### src/rtl/spine_port_pkg.sv
// Shared definitions for the spine-side leaf port.
//   DEST_W          width of the destination field carried inside each flit
//   ptr_width()     FIFO pointer width (address bits plus one wrap bit)
//   ingress_state_e ingress FSM states
//   dest_field()    extracts the destination field whose MSB sits at a given bit
package spine_port_pkg;

  localparam int unsigned DEST_W = 6;

  typedef enum logic [1:0] {
    StIdle,
    StSend,
    StGap
  } ingress_state_e;

  // One extra bit lets full and empty be told apart when the address bits match.
  function automatic int unsigned ptr_width(input int unsigned depth);
    return $clog2(depth) + 1;
  endfunction

  // The flit is zero-extended to 64 bits by the caller, so DWIDTH may be up to 64.
  function automatic logic [DEST_W-1:0] dest_field(input logic [63:0] flit,
                                                   input int unsigned msb);
    return DEST_W'(flit >> (msb - DEST_W + 1));
  endfunction

endpackage

### src/rtl/spine_port_fifo.sv
// Show-ahead synchronous FIFO used for the egress path.
// The head entry is visible on rd_data whenever empty is low, straight out of the storage
// flops, so a write into an empty FIFO is readable on the following cycle.
// A write into a full FIFO succeeds only if the head is popped in the same cycle;
// otherwise it is rejected and drop pulses for that cycle.
// Ports:
//   clk, reset       clock, asynchronous active-high reset (clears pointers and storage)
//   wr_valid/wr_data write request and data
//   rd_ready         pop the head when the FIFO is not empty
//   rd_data          head entry
//   empty            no entries stored
//   drop             write rejected because the FIFO was full and not popping
module spine_port_fifo
  import spine_port_pkg::*;
#(
  parameter int unsigned WIDTH = 16,
  parameter int unsigned DEPTH = 8
) (
  input  logic             clk,
  input  logic             reset,
  input  logic             wr_valid,
  input  logic [WIDTH-1:0] wr_data,
  input  logic             rd_ready,
  output logic [WIDTH-1:0] rd_data,
  output logic             empty,
  output logic             drop
);

  localparam int unsigned PW = ptr_width(DEPTH);
  localparam int unsigned AW = PW - 1;

  logic [PW-1:0]    wr_ptr_q, rd_ptr_q;
  logic [WIDTH-1:0] mem_q [DEPTH];
  logic             full, push, pop;

  assign empty = (wr_ptr_q == rd_ptr_q);
  assign full  = (wr_ptr_q[AW] != rd_ptr_q[AW]) && (wr_ptr_q[AW-1:0] == rd_ptr_q[AW-1:0]);
  assign pop   = ~empty & rd_ready;
  // When full, the slot being written is the head that is leaving this same cycle.
  assign push  = wr_valid & (~full | pop);
  assign drop  = wr_valid & full & ~pop;

  assign rd_data = mem_q[rd_ptr_q[AW-1:0]];

  always_ff @(posedge clk or posedge reset) begin
    if (reset) begin
      wr_ptr_q <= '0;
      rd_ptr_q <= '0;
      for (int i = 0; i < DEPTH; i++) begin
        mem_q[i] <= '0;
      end
    end else begin
      if (push) begin
        mem_q[wr_ptr_q[AW-1:0]] <= wr_data;
        wr_ptr_q                <= wr_ptr_q + PW'(1);
      end
      if (pop) begin
        rd_ptr_q <= rd_ptr_q + PW'(1);
      end
    end
  end

endmodule

### src/rtl/spine_leaf_port.sv
// Spine-side endpoint of one leaf-router spine link.
// Egress: the router's valid-only spine output is buffered in a show-ahead FIFO and offered
// to the fabric with valid/ready. Flits arriving while the FIFO is full (and not popping)
// are dropped and counted.
// Ingress: fabric flits are accepted one at a time and driven to the router as a one-cycle
// valid pulse followed by MIN_GAP idle cycles, since the router cannot backpressure.
// Optional build macro SPINE_PORT_PARITY_EN adds even parity: fab_tx_parity on egress,
// fab_rx_parity on ingress, and par_err_sticky. Ingress flits with bad parity are accepted
// but not forwarded.
// Ports:
//   clk, reset                      clock, asynchronous active-high reset
//   rtr_out_data/valid              router spine output stream (no ready)
//   rtr_in_data/valid, rtr_dest_addr router spine input triple
//   fab_tx_data/valid/ready         egress fabric handshake
//   fab_rx_data/valid/ready         ingress fabric handshake
//   ovf_sticky, ovf_count           egress overflow flag and saturating drop count
module spine_leaf_port
  import spine_port_pkg::*;
#(
  parameter int unsigned DWIDTH     = 16,
  parameter int unsigned FIFO_DEPTH = 8,
  parameter int unsigned MIN_GAP    = 1,
  parameter int unsigned ADDR_MSB   = 15
) (
  input  logic              clk,
  input  logic              reset,
  input  logic [DWIDTH-1:0] rtr_out_data,
  input  logic              rtr_out_valid,
  output logic [DWIDTH-1:0] rtr_in_data,
  output logic              rtr_in_valid,
  output logic [DEST_W-1:0] rtr_dest_addr,
  output logic [DWIDTH-1:0] fab_tx_data,
  output logic              fab_tx_valid,
  input  logic              fab_tx_ready,
  input  logic [DWIDTH-1:0] fab_rx_data,
  input  logic              fab_rx_valid,
  output logic              fab_rx_ready,
`ifdef SPINE_PORT_PARITY_EN
  output logic              fab_tx_parity,
  input  logic              fab_rx_parity,
  output logic              par_err_sticky,
`endif
  output logic              ovf_sticky,
  output logic [7:0]        ovf_count
);

  // ---------------------------------------------------------------------------
  // Egress
  // ---------------------------------------------------------------------------
`ifdef SPINE_PORT_PARITY_EN
  localparam int unsigned EW = DWIDTH + 1;
`else
  localparam int unsigned EW = DWIDTH;
`endif

  logic [EW-1:0] fifo_wdata, fifo_rdata;
  logic          fifo_empty, fifo_drop;
  logic          ovf_sticky_q;
  logic [7:0]    ovf_count_q;

`ifdef SPINE_PORT_PARITY_EN
  assign fifo_wdata    = {^rtr_out_data, rtr_out_data};
  assign fab_tx_data   = fifo_rdata[DWIDTH-1:0];
  assign fab_tx_parity = fifo_rdata[DWIDTH];
`else
  assign fifo_wdata    = rtr_out_data;
  assign fab_tx_data   = fifo_rdata;
`endif

  spine_port_fifo #(
    .WIDTH (EW),
    .DEPTH (FIFO_DEPTH)
  ) u_egress_fifo (
    .clk      (clk),
    .reset    (reset),
    .wr_valid (rtr_out_valid),
    .wr_data  (fifo_wdata),
    .rd_ready (fab_tx_ready),
    .rd_data  (fifo_rdata),
    .empty    (fifo_empty),
    .drop     (fifo_drop)
  );

  assign fab_tx_valid = ~fifo_empty;

  always_ff @(posedge clk or posedge reset) begin
    if (reset) begin
      ovf_sticky_q <= 1'b0;
      ovf_count_q  <= '0;
    end else if (fifo_drop) begin
      ovf_sticky_q <= 1'b1;
      if (ovf_count_q != 8'hFF) begin
        ovf_count_q <= ovf_count_q + 8'd1;
      end
    end
  end

  assign ovf_sticky = ovf_sticky_q;
  assign ovf_count  = ovf_count_q;

  // ---------------------------------------------------------------------------
  // Ingress
  // ---------------------------------------------------------------------------
  ingress_state_e    state_q, state_d;
  logic [DWIDTH-1:0] cap_q, cap_d;
  logic [3:0]        gap_cnt_q, gap_cnt_d;
  // Holds fab_rx_ready low until the first edge after reset is released.
  logic              run_q;
  logic              rx_fire;
  logic              rx_par_ok;

`ifdef SPINE_PORT_PARITY_EN
  logic par_err_q;
  assign rx_par_ok      = (fab_rx_parity == ^fab_rx_data);
  assign par_err_sticky = par_err_q;
`else
  assign rx_par_ok      = 1'b1;
`endif

  assign rx_fire = fab_rx_valid & fab_rx_ready;

  always_comb begin
    state_d      = state_q;
    cap_d        = cap_q;
    gap_cnt_d    = gap_cnt_q;
    fab_rx_ready = 1'b0;
    rtr_in_valid = 1'b0;
    unique case (state_q)
      StIdle: begin
        fab_rx_ready = run_q;
        // A flit failing parity completes its handshake but is not forwarded.
        if (rx_fire && rx_par_ok) begin
          cap_d   = fab_rx_data;
          state_d = StSend;
        end
      end
      StSend: begin
        rtr_in_valid = 1'b1;
        gap_cnt_d    = '0;
        state_d      = (MIN_GAP > 0) ? StGap : StIdle;
      end
      StGap: begin
        if (gap_cnt_q == 4'(MIN_GAP - 1)) begin
          state_d = StIdle;
        end else begin
          gap_cnt_d = gap_cnt_q + 4'd1;
        end
      end
      default: state_d = StIdle;
    endcase
  end

  always_ff @(posedge clk or posedge reset) begin
    if (reset) begin
      state_q   <= StIdle;
      cap_q     <= '0;
      gap_cnt_q <= '0;
      run_q     <= 1'b0;
    end else begin
      state_q   <= state_d;
      cap_q     <= cap_d;
      gap_cnt_q <= gap_cnt_d;
      run_q     <= 1'b1;
    end
  end

`ifdef SPINE_PORT_PARITY_EN
  always_ff @(posedge clk or posedge reset) begin
    if (reset) begin
      par_err_q <= 1'b0;
    end else if (rx_fire && !rx_par_ok) begin
      par_err_q <= 1'b1;
    end
  end
`endif

  // Data and destination hold the last forwarded flit between pulses.
  assign rtr_in_data   = cap_q;
  assign rtr_dest_addr = dest_field(64'(cap_q), ADDR_MSB);

endmodule

### config.mk
export PLATFORM = sky130hd
export DESIGN_NAME = spine_leaf_port
export DESIGN_NICKNAME = d
export VERILOG_FILES = /design/src/rtl/spine_port_pkg.sv /design/src/rtl/spine_port_fifo.sv /design/src/rtl/spine_leaf_port.sv
export SDC_FILE = /design/constraint.sdc
export NUM_CORES = 1
export LEC_CHECK = 0
export CORE_MARGIN = 5
export CORE_UTILIZATION = 40
export DETAILED_ROUTE_END_ITERATION = 8
export GPL_TIMING_DRIVEN = 0
export PLACE_DENSITY_LB_ADDON = 0.2
export SLEW_MARGIN = 20
export SYNTH_ARGS = -nofsm -noshare
export SYNTH_HDL_FRONTEND = slang
export SYNTH_SLANG_ARGS = --single-unit
export TNS_END_PERCENT = 5
### constraint.sdc
create_clock -name clk -period 10.3 [get_ports clk]
set_input_delay 2.06 -clock clk [delete_from_list [all_inputs] [get_ports clk]]
set_output_delay 2.06 -clock clk [all_outputs]
set_load 0.01 [all_outputs]
; After elaboration in Yosys (flattened, before gate mapping)
; Index checks and enable logic that the tools add are counted.
[word_totals]
regBits = 168
ramBits = 0
in_bits = 37
rom_bits = 0
out_inout_bits = 50
elab_cells = 65
latch_bits = 0
mem_count = 0
[classes]
addsub = 4
reduce_logical = 9
n_mul = 0
shifts = 0
muxes = 13
n_div = 0
order_cmp = 3
n_eq_ne = 9
n_bitwise = 11
[ops]
columns = cell, n
row1 = $bwmux 128, 1
row2 = $bmux 16 s3, 1
row3 = $demux 16 s3, 1
row4 = $mux 16, 3
row5 = $add 4x1->4 const B, 3
row6 = $add 8x1->8 const B, 1
row7 = $ge 4x4->1 const B, 2
row8 = $ne 8x8->1 const B, 1
row9 = $not 3->4, 2
row10 = $pmux 4 s2, 1
row11 = $reduce_and 2->1, 4
row12 = $ne 2x2->1 const B, 3
row13 = $pmux 2 s3, 1
row14 = $and 1x1->1, 5
row15 = $eq 4x4->1, 1
row16 = $logic_not 4->1, 1
row17 = $lt 4x1->1 const B, 1
row18 = $mux 2, 2
row19 = $mux 4, 1
row20 = $eq 3x3->1, 1
row21 = $not 1->1, 3
row22 = $eq 2x1->1 const B, 1
row23 = $eq 2x2->1 const B, 1
row24 = $logic_and 1x1->1, 2
row25 = other kinds (5), 6

; Depth between registers and ports, before layout
[depth]
ltp_word = 6
mapped_depth = 8
mapped_depth_nobuf = 6

; Modules after synthesis
; A second synthesis with hierarchy kept.
[unflattened]
hier_cells = 541
hier_area_um2 = 7773.7
[modules_own_cells]
columns = module, seq_area_each_um2, cells_each, instances, area_per_inst_um2
row1 = spine_port_fifo, 3403.3, 427, 1, 6298.5
row2 = spine_leaf_port, 800.8, 114, 1, 1475.2

; Least setup slack after synthesis
; No wires, ideal clock.
[synth_timing]
path_type = reg2out
start = register u_egress_fifo.rd_ptr_q[0]
end = output port fab_tx_data[15]
arrival_ns = 1.603
stages_incl_launch_ff = 5
setup_slack_ns = 6.637
required_ns = 8.240
path_cell_list = dfrtp_1 buf_4 buf_2 mux4_2 mux2_2
[synth_via]
elab_chain_cells = 4
[synth_rtl]
columns = item, line_no
row1 = from (decl), spine_port_fifo.sv:32  ; logic [PW-1:0] wr_ptr_q, rd_ptr_q;
row2 = from (signal assigned), spine_port_fifo.sv:58  ; rd_ptr_q <= rd_ptr_q + PW'(1);
row3 = $not 3->4 (implied by the code), spine_port_fifo.sv:43  ; assign rd_data = mem_q[rd_ptr_q[AW-1:0]];
row4 = $bmux 16 s3, spine_port_fifo.sv:43
row5 = $mux 16 (implied by the code) (2 in a row), spine_port_fifo.sv:43
row6 = to (decl), spine_leaf_port.sv:32  ; output logic [DWIDTH-1:0] fab_tx_data,
; Every way passes these cells. The select of a mux whose other input is x is not followed.

; Worst setup path after layout
[layout_timing]
start = register u_egress_fifo.rd_ptr_q[1]
end = output port fab_tx_data[6]
; The elaborated chain is that of the path after synthesis.

==> impl_metrics.tcl <==
set metrics [dict create \
    worst_setup_path_end_kind "primary output" \
    total_leakage_power_nw 3.93 \
    fin_tns_setup_ns 0 \
    synth-seq-area-share_pct 53.9 \
    avgRoutedWirePerCell_um 19.2 \
    slowest_stage "clkbuf_1" \
    root_buffer "clkbuf_16" \
    synth_simple_gate_area_share_pct 2.89 \
    fin_crit_sh_pct 47.4 \
    clock_latency_ns 0.42 \
    min_period_ns 4.88 \
    row_count 51 \
    rsz0062_at_grt "no" \
    drive_gt1_share_pct 43.4 \
    io_buffers 85 \
    synthesis.area_sq_um 7800 \
    cp-start-kind "flip-flop" \
    cts.sink_count 168 \
    postCtsHoldBufs 0 \
    r2r_end "u_egress_fifo.mem_q[52]" \
    crit_type "reg2out" \
    fin_cells 878 \
    drc_errors 0 \
    hold_path_depth 1 \
    hold_class "reg2reg" \
    synth-seq-cells 168 \
    grt-ovfl-total 0 \
    reg2reg_from "u_egress_fifo.rd_ptr_q[1]" \
    htreeDepth 4 \
    wl_um 16800 \
    cp_cell_sequence "buf_4 -> clkbuf_1 -> mux4_2 -> mux2_2 -> clkdlybuf4s50_1" \
    syn_nets 538 \
    power.density_nw_per_um2 322 \
    synth_warnings 0 \
    drtIter0Drc 180 \
    drt.antenna.violating_nets 0 \
    synthAdderAreaFrac_pct 0.802 \
    path_clk_slew_ns 0.06 \
    ys.flop_type "dfrtp_1" \
    die_area_sq_um 22400 \
    worst_r2r_path_depth 7 \
    synth_edf_count 0 \
    stdcell_area_sq_um 9630 \
    synthArstFlopShare_pct 100 \
    synthMuxAreaShare_pct 32.9 \
    postCtsSetupBuffers 0 \
    place_area_sq_um 9020 \
    clock_skew_ns 0.00644 \
    worst_pin_slew_ns 0.886 \
    routabilityCongestion 0.756 \
    postSynthAreaPerCell_sq_um 15.7 \
    place_inst 847 \
    crit_required_ns 8.24 \
    numCtsBuffers 17 \
    rrSetupSlack_ns 7.74 \
    syn-instance-count 496 \
    cts.repair.resized 0 \
    clock_path_buffers 2 \
    cts_tree "done" \
    die_w_um 150 \
    synth_common_cells "dfrtp_1, mux2_2, mux4_2" \
    timing.fmax_ghz 0.205 \
    areaGrowthSynthToFinish_pct 23.5 \
    outcome "finished, final reports clean" \
    hold_viol 0 \
    antenna_found_initial 0 \
    synth_top_family_by_area "multiplexers" \
    die_y_um 150 \
    critPathMaxFanout 10 \
    relSlewSlack_pct 40.9 \
    setup_violations 0 \
    grt_max_degree 88 \
    synth_most_common_cell "dfrtp_1" \
    synth_top_area_share_pct 53.9 \
    final_core_util_pct 49.8 \
    via_count 4486 \
    cp.arrival_ns 2.82 \
    diodes 0 \
    synth_top_area_cell "dfrtp_1" \
    grt_pass1_wl_um 27800 \
    start_util_pct 40.3 \
    ios 87 \
    fin_nets 643 \
    hpwl_um 11200 \
    synth_compound_area_share_pct 3.75 \
    ir_drop_mv 0.175 \
    synthXorXnorAreaFrac_pct 2.01 \
    whs_endpoint "ovf_sticky" \
    viasPerCell 5.11 \
    coreArea_sq_um 19300 \
    drv_cap 0 \
    firstDrtPassIters 4 \
    grt_pass1_vias 5054 \
    critPathMaxStageDelay_ns 0.67 \
    finalMaxSlewViolations 0 \
    hold_start "ovf_sticky" \
    synth_area_leaders "dfrtp_1, mux2_2, mux4_2" \
    grt.total_usage_pct 16.2 \
    synth_cell_types 37 \
]
==> how the worst max path moves through the flow <==
stage / start / end / slack [ns] / cells after the start
finish: u_egress_fifo.rd_ptr_q[1] / fab_tx_data[6] / 5.42 / 5
global route: u_egress_fifo.rd_ptr_q[1] / fab_tx_data[5] / 5.31 / 5
CTS: u_egress_fifo.rd_ptr_q[1] / fab_tx_data[5] / 5.40 / 5
detailed placement: fab_tx_ready / u_egress_fifo.mem_q[83] / 5.82 / 6
global placement: reset / u_egress_fifo.mem_q[21] / 1.66 / 2
floorplan: reset / gap_cnt_q[0] / 3.69 / 1
==> cell type report <==
class | count | area (sq um)
fill | 1657 | 9710
sequential | 168 | 4200
multi-input combinational | 287 | 3310
timing repair buffer | 86 | 878
clock buffer | 25 | 526
tap | 265 | 332
buffer | 34 | 262
clock inverter | 6 | 86.3
inverter | 7 | 33.8
==> metal layers <==
layer	GRT usage [%]	wire, um	up-vias
li1	-	-	2032
met5	0	0	-
met3	3.15	550	16
met4	4.26	203	0
met1	21.0	7390	2377
met2	28.0	8700	61
==> sequential cells by signal, summed over array words and instances, names as in the netlist <==
signal                  flops
u_egress_fifo.wr_ptr_q      4
ovf_count                   8
u_egress_fifo.mem_q       128
rtr_in_data                16
gap_cnt_q                   4
u_egress_fifo.rd_ptr_q      4
state_q                     2
run_q                       1
ovf_sticky                  1
==> cell usage in the layout (no fill, tap or decap), types with 4 or more instances in the layout <==
cell	count
o21ai_0	4
nand3_1	9
inv_1	5
dfrtp_1	168
xor2_1	11
clkbuf_1	8
mux4_2	32
xnor2_1	5
buf_4	10
clkdlybuf4s50_1	85
nand4_1	4
a211oi_4	4
buf_2	5
nor2_1	4
clkbuf_8	7
a2111oi_4	4
nand2_1	14
nor3_1	4
clkbuf_16	17
mux2_2	163
buf_6	12
a21oi_1	4
ha_1	5
==> worst max-delay path, delay by kind of cell (launching register included) <==
family                 cells  cell delay (ns)
multiplexers               2             0.71
flip-flops                 1             0.35
buffers and inverters      3             1.33
==> power by group <==
group | internal (mW) | switching [mW]
registers | 0.953 | 0.150
clock network | 0.401 | 0.250
logic | 0.800 | 0.544
==> logic make-up (layout without fill, tap and decap cells) <==
group	count (synthesis)	after routing
flops	168	168
simple gates	45	45
xor+xnor	17	17
buf+inv	41	158
fa+ha+maj	5	5
compound gates	23	23
other cells	1	1
mux	196	196
==> per-stage QoR <==
stage          power [mW]  setup slack [ns]  hold WS (ns)
4_1_cts              3.15              5.40         0.491
3_3_place_gp         2.43              1.66         0.454
3_5_place_dp         2.48              5.82         0.476
6_report             3.10              5.42         0.476
5_1_grt              3.29              5.31         0.500
2_1_floorplan        2.02              3.69         0.453
(Power assumes the default switching activity.)
